**src/rtl/ucode_mem_pkg.sv**
```systemverilog
// Shared definitions for the uCode program-memory arbiter: requester indices,
// arbiter states and the memory geometry defaults used by the CPU.
package ucode_mem_pkg;

  localparam int DATA_SZ_DEF = 16;
  localparam int ADDR_SZ_DEF = 8;

  localparam logic [1:0] REQ_H = 2'd0;
  localparam logic [1:0] REQ_D = 2'd1;
  localparam logic [1:0] REQ_F = 2'd2;

  typedef enum logic [1:0] {
    ST_RR     = 2'd0,
    ST_DRAIN  = 2'd1,
    ST_LOCKED = 2'd2
  } arb_state_e;

  // Requester that follows idx in the circular h -> d -> f order.
  function automatic logic [1:0] rr_next(input logic [1:0] idx);
    case (idx)
      REQ_H:   return REQ_D;
      REQ_D:   return REQ_F;
      default: return REQ_H;
    endcase
  endfunction

endpackage

```
**src/rtl/rr_arbiter3.sv**
```systemverilog
// Three-way round-robin arbiter: combinational one-hot grant starting at the
// pointer, pointer advanced past the winner (or force-loaded) at the clock edge.
module rr_arbiter3
  import ucode_mem_pkg::*;
(
  input  logic       clk_i,
  input  logic       rst_i,
  input  logic [2:0] req_i,
  input  logic       ptr_load_i,
  input  logic [1:0] ptr_load_val_i,
  output logic [2:0] gnt_o
);

  logic [1:0] ptr_q;
  logic [1:0] ptr_d;
  logic [2:0] rot;
  logic [2:0] rot_gnt;
  logic [1:0] win_idx;

  // Rotate requests so bit 0 is the pointer, pick the first, rotate back.
  always_comb begin
    rot   = req_i;
    gnt_o = 3'b000;
    case (ptr_q)
      REQ_H:   rot = req_i;
      REQ_D:   rot = {req_i[0], req_i[2], req_i[1]};
      REQ_F:   rot = {req_i[1], req_i[0], req_i[2]};
      default: rot = req_i;
    endcase
    if (rot[0]) begin
      rot_gnt = 3'b001;
    end else if (rot[1]) begin
      rot_gnt = 3'b010;
    end else if (rot[2]) begin
      rot_gnt = 3'b100;
    end else begin
      rot_gnt = 3'b000;
    end
    case (ptr_q)
      REQ_H:   gnt_o = rot_gnt;
      REQ_D:   gnt_o = {rot_gnt[1], rot_gnt[0], rot_gnt[2]};
      REQ_F:   gnt_o = {rot_gnt[0], rot_gnt[2], rot_gnt[1]};
      default: gnt_o = rot_gnt;
    endcase
  end

  // Next pointer: forced load wins, otherwise move past the winner.
  always_comb begin
    ptr_d = ptr_q;
    if (gnt_o[2]) begin
      win_idx = REQ_F;
    end else if (gnt_o[1]) begin
      win_idx = REQ_D;
    end else begin
      win_idx = REQ_H;
    end
    if (ptr_load_i) begin
      ptr_d = ptr_load_val_i;
    end else if (gnt_o != 3'b000) begin
      ptr_d = rr_next(win_idx);
    end else begin
      ptr_d = ptr_q;
    end
  end

  // Pointer register.
  always_ff @(posedge clk_i) begin
    if (rst_i) begin
      ptr_q <= REQ_H;
    end else begin
      ptr_q <= ptr_d;
    end
  end

endmodule

```
**src/rtl/ucode_mem_arbiter.sv**
```systemverilog
// Shares the single-ported uCode memory between host loader, CPU data and CPU
// fetch; one op per cycle, round-robin, with a host exclusive-lock mode.
module ucode_mem_arbiter
  import ucode_mem_pkg::*;
#(
  parameter int DATA_SZ = DATA_SZ_DEF,
  parameter int ADDR_SZ = ADDR_SZ_DEF
) (
  input  logic               i_clk,
  input  logic               i_rst,
  input  logic               i_h_req,
  input  logic               i_h_wr,
  input  logic [ADDR_SZ-1:0] i_h_addr,
  input  logic [DATA_SZ-1:0] i_h_wdata,
  input  logic               i_h_lock,
  output logic               o_h_locked,
  output logic               o_h_ack,
  output logic               o_h_rvalid,
  input  logic               i_d_req,
  input  logic               i_d_wr,
  input  logic [ADDR_SZ-1:0] i_d_addr,
  input  logic [DATA_SZ-1:0] i_d_wdata,
  output logic               o_d_ack,
  output logic               o_d_rvalid,
  input  logic               i_f_req,
  input  logic [ADDR_SZ-1:0] i_f_addr,
  output logic               o_f_ack,
  output logic               o_f_rvalid,
  output logic [DATA_SZ-1:0] o_rdata,
  output logic               o_mem_wr,
  output logic [ADDR_SZ-1:0] o_mem_addr,
  output logic [DATA_SZ-1:0] o_mem_wdata,
  input  logic [DATA_SZ-1:0] i_mem_rdata
);

  arb_state_e         state_q, state_d;
  logic [2:0]         ack_q, rvalid_q;
  logic               locked_q;
  logic               mem_wr_q, mem_wr_d;
  logic [ADDR_SZ-1:0] mem_addr_q, mem_addr_d;
  logic [DATA_SZ-1:0] mem_wdata_q, mem_wdata_d;
  logic [2:0]         allow;
  logic [2:0]         req_eff;
  logic [2:0]         gnt;
  logic               ptr_load;

  // Lock sequencing and which requesters may compete this cycle.
  always_comb begin
    state_d  = state_q;
    allow    = 3'b000;
    ptr_load = 1'b0;
    case (state_q)
      ST_RR: begin
        if (i_h_lock) begin
          allow   = 3'b001;
          state_d = ST_DRAIN;
        end else begin
          allow   = 3'b111;
          state_d = ST_RR;
        end
      end
      ST_DRAIN: begin
        allow = 3'b000;
        if (i_h_lock) begin
          state_d = ST_LOCKED;
        end else begin
          state_d = ST_RR;
        end
      end
      ST_LOCKED: begin
        allow = 3'b001;
        if (i_h_lock) begin
          state_d = ST_LOCKED;
        end else begin
          state_d  = ST_RR;
          ptr_load = 1'b1;
        end
      end
      default: begin
        allow   = 3'b000;
        state_d = ST_RR;
      end
    endcase
  end

  // A requester acked this cycle is still holding its old request; mask it.
  assign req_eff = {i_f_req, i_d_req, i_h_req} & ~ack_q & allow;

  rr_arbiter3 u_rr (
    .clk_i          (i_clk),
    .rst_i          (i_rst),
    .req_i          (req_eff),
    .ptr_load_i     (ptr_load),
    .ptr_load_val_i (REQ_D),
    .gnt_o          (gnt)
  );

  // Memory command of the winner; address and data hold when idle.
  always_comb begin
    mem_wr_d    = 1'b0;
    mem_addr_d  = mem_addr_q;
    mem_wdata_d = mem_wdata_q;
    if (gnt[REQ_H]) begin
      mem_wr_d   = i_h_wr;
      mem_addr_d = i_h_addr;
      if (i_h_wr) begin
        mem_wdata_d = i_h_wdata;
      end else begin
        mem_wdata_d = mem_wdata_q;
      end
    end else if (gnt[REQ_D]) begin
      mem_wr_d   = i_d_wr;
      mem_addr_d = i_d_addr;
      if (i_d_wr) begin
        mem_wdata_d = i_d_wdata;
      end else begin
        mem_wdata_d = mem_wdata_q;
      end
    end else if (gnt[REQ_F]) begin
      mem_addr_d = i_f_addr;
    end else begin
      mem_addr_d = mem_addr_q;
    end
  end

  // State, handshake and memory-command registers.
  always_ff @(posedge i_clk) begin
    if (i_rst) begin
      state_q     <= ST_RR;
      ack_q       <= 3'b000;
      rvalid_q    <= 3'b000;
      locked_q    <= 1'b0;
      mem_wr_q    <= 1'b0;
      mem_addr_q  <= {ADDR_SZ{1'b0}};
      mem_wdata_q <= {DATA_SZ{1'b0}};
    end else begin
      state_q     <= state_d;
      ack_q       <= gnt;
      rvalid_q    <= ack_q & {3{~mem_wr_q}};
      locked_q    <= (state_d == ST_LOCKED);
      mem_wr_q    <= mem_wr_d;
      mem_addr_q  <= mem_addr_d;
      mem_wdata_q <= mem_wdata_d;
    end
  end

  assign o_h_ack     = ack_q[REQ_H];
  assign o_d_ack     = ack_q[REQ_D];
  assign o_f_ack     = ack_q[REQ_F];
  assign o_h_rvalid  = rvalid_q[REQ_H];
  assign o_d_rvalid  = rvalid_q[REQ_D];
  assign o_f_rvalid  = rvalid_q[REQ_F];
  assign o_h_locked  = locked_q;
  assign o_mem_wr    = mem_wr_q;
  assign o_mem_addr  = mem_addr_q;
  assign o_mem_wdata = mem_wdata_q;
  assign o_rdata     = i_mem_rdata;

endmodule

```
**config.mk**
```make
export PLATFORM = sky130hd
export DESIGN_NAME = ucode_mem_arbiter
export DESIGN_NICKNAME = d
export VERILOG_FILES = /design/src/rtl/ucode_mem_pkg.sv /design/src/rtl/rr_arbiter3.sv /design/src/rtl/ucode_mem_arbiter.sv
export SDC_FILE = /design/constraint.sdc
export NUM_CORES = 1
export LEC_CHECK = 0
export BUFFER_PORTS_ARGS = -buffer_cell sky130_fd_sc_hd__buf_2
export CORE_MARGIN = 2
export CORE_UTILIZATION = 40
export CTS_CLUSTER_DIAMETER = 60
export CTS_CLUSTER_SIZE = 16
export DETAILED_ROUTE_END_ITERATION = 12
export PLACE_DENSITY = 0.73
export SLEW_MARGIN = 10
export SYNTH_ARGS = -nofsm -noshare
export SYNTH_HDL_FRONTEND = slang
export SYNTH_SLANG_ARGS = --single-unit
```
**constraint.sdc**
```tcl
create_clock -name i_clk -period 6 [get_ports i_clk]
set_input_delay 0 -clock i_clk [delete_from_list [all_inputs] [get_ports i_clk]]
set_output_delay 0 -clock i_clk [all_outputs]
set_load 0.05 [all_outputs]
```
==> impl_metrics.yaml <==
die:
  rows: 25
  die_w_um: 73.6
  dieHeight_um: 73.6
  design.die.area_mm2: 0.00542
  start_util_pct: 41.3
  ios: 128
  core-area_mm2: 0.00469
worst_setup_path:
  critPathCaptureType: "register"
  setup.worst_path.class: "register to register"
  cpPeakStageDelay_ps: 600
  crit_path_cell_trace: "inv_1 -> ha_1 -> and4bb_1 -> o21bai_1 -> nand3_1 -> and2_4 -> a2111oi_1 -> dlygate4sd3_1"
  slowest_stage: "dlygate4sd3_1"
  cp.arrival_ps: 3520
  crit_path_start_kind: "register"
  cp.required_ps: 6230
  crit_family: "simple AND/OR/NAND/NOR gates"
  cp_max_fo: 17
  path_buf_inv: 2
route:
  vias_per_cell: 5.08
  firstDrtPassIters: 4
  wl_per_cell_um: 13.5
  final_antenna_net_count: 0
  drt-total-wl_mm: 4.88
  vias: 1828
  remaining_drc_errors: 0
  drtIter0Drc: 130
yosys:
  syn_inst: 214
  yosys.area_share.simple_pct: 17.9
  synth_nets: 299
  ys_types: 39
  synth_top_cell_area_share_pct: 37.2
  synth_flop_cell: "dfxtp_1"
  synthAdderAreaFrac_pct: 3.23
  synthArstFlopShare_pct: 0
  ys_seq_area_share_pct: 37.2
  synth-warning-count: 0
  synth_top_family_by_area: "compound AO/OA/AOI/OAI gates"
  synth_compound_area_share_pct: 23.5
  synth-edff-count: 0
  ys_ff_latch: 36
  synth_most_common_cell: "nor2_1"
  synth_area_per_cell_um2: 9.06
  synth_area_leaders: "dfxtp_1, nor2_1, a2111oi_2"
  synth_xor_area_share_pct: 0
  yosys-top-cells-count: "nor2_1, dfxtp_1, inv_1, buf_4"
  yosys.area.top_type: "dfxtp_1"
  netlist_area_mm2: 0.00194
  synthMuxAreaShare_pct: 4.65
placed_design:
  io_buffers: 95
  dp.cells: 336
  dpl.hpwl_mm: 3.32
  gp_congestion: 0.941
  dpl_cell_area_mm2: 0.00230
sta:
  final-hold-violation-count: 0
  timing.hold.ws_ps: 0.0220
  min_period_over_period_pct: 54.7
  setup_viol_count_final: 0
  rsz0062_at_grt: "no"
  max_freq_mhz: 305
  setup_tns_ps: 0
  maxSlewHeadroom_pct: 48.3
  skew_ps: 4.00
  tightestPinTransition_ps: 776
  slew_viol_final: 0
  min_period_ps: 3280
cts:
  postCtsResizedCells: 0
  cts_tree: "built"
  cts-root-buf: "clkbuf_8"
  path_clk_slew_ps: 70
  ctsLongestPathBuffers: 2
  cts_buffers: 5
  htree_num_levels: 2
  insertion_delay_ps: 290
  cts.sinks: 36
power_and_ir_drop:
  internal-power_w: 0.000513
  cellPowerDensity_mw_per_mm2: 310
  combPwrFrac_pct: 35.8
  power_w: 0.000802
  switching_share_pct: 36.1
  seqPwrFrac_pct: 35.4
  clkPwrFrac_pct: 28.8
  p_leak_nw: 1.19
  switching_power_w: 0.000289
  ir_drop_mv: 0.132
outcome:
  status: "finished, final reports clean"
global_route:
  antenna_found_initial: 0
  grt_pass1_vias: 1717
  track_usage_pct: 18.7
  grt-ovfl-total: 0
  grt_pass1_wl_mm: 7.76
  grt_max_degree: 36
cells_and_area:
  final_cell_area_mm2: 0.00259
  fillers: 431
  nets: 390
  areaGrowthSynthToFinish_pct: 33.4
  stdcell_count: 360
  drive_gt1_share_pct: 38.6
  antenna_cells: 0
worst_hold_path:
  hp-class: "primary input to primary output"
run:
  max-cap-violations: 0
-- cells by family (layout without fill, tap and decap cells) --
group,Yosys count,in the layout
AO/OA/AOI/OAI,47,47
buffers and inverters,48,140
flip-flops,36,36
adder cells (fa/ha/maj),5,5
multiplexers,9,9
AND/OR/NAND/NOR,69,69
-- cell type report --
type                            instances  area [um^2]  area share (%)
Timing Repair Buffer                  111          637            24.6
Clock inverter                          1         30.0            1.16
Multi-Input combinational cell        130          956            37.0
Inverter                               21         78.8            3.05
Clock buffer                            7         96.3            3.73
Tap cell                               54         67.6            2.61
Sequential cell                        36          721            27.9
-- layout by cell type, fill, tap and decap left out, types with 6 or more instances in the layout --
cell and count:
dlygate4sd3_1 15, o22ai_1 8, nor2b_1 7, a22oi_1 8, dfxtp_1 36, clkbuf_8 7
mux2i_1 9, inv_1 21, a2111oi_1 6, buf_2 95, nor2_1 42, a2111oi_2 9
-- path summary, 6_finish.rpt --
path,start,to,slack (ps),depth (start not counted)
max,state_q[0]$_SDFF_PP0_,o_mem_wdata[3]$_SDFFE_PP0P_,2720,8
min,i_mem_rdata[12],o_rdata[12],0.02,0
max reg2reg,state_q[0]$_SDFF_PP0_,o_mem_wdata[3]$_SDFFE_PP0P_,2720,8
min reg2reg,o_mem_wdata[4]$_SDFFE_PP0P_,o_mem_wdata[4]$_SDFFE_PP0P_,460,2
-- per-stage QoR --
stage	util (%)	worst slack [ps]
after CTS	54.9	2580
after detailed placement	49.0	3130
after floorplan	-	3760
final	55.1	2720
after global routing	55.1	2440
after global placement	49.0	3220
-- layer usage --
metal	up-vias	track usage [%]	share of wire, %
li1	915	-	-
met1	821	23.6	43
met2	85	29.7	48
met3	7	6.58	7.3
met4	0	6.26	1.6
met5	-	0	0
-- flip-flops by register name (all words and copies together), names as in the netlist --
name         flops
o_mem_wdata     16
o_mem_addr       8
ack_q            3
rvalid_q         3
state_q          2
u_rr.ptr_q       2
o_h_locked       1
o_mem_wr         1
-- timing repair --
action,in CTS,in global routing
hold buffers,15,0
setup buffers,0,0
hold endpoints to repair,8,0
-- power by group through the flow --
stage | clock, W | sequential [W] | combinational, W
2_1_floorplan | 0 | 0.000382 | 0.000145
3_3_place_gp | 0 | 0.000289 | 0.000271
3_5_place_dp | 0 | 0.000289 | 0.000274
4_1_cts | 0.000238 | 0.000284 | 0.000286
5_1_grt | 0.000248 | 0.000288 | 0.000309
6_report | 0.000231 | 0.000284 | 0.000287
No activity file was read; power rests on OpenSTA's default activity.
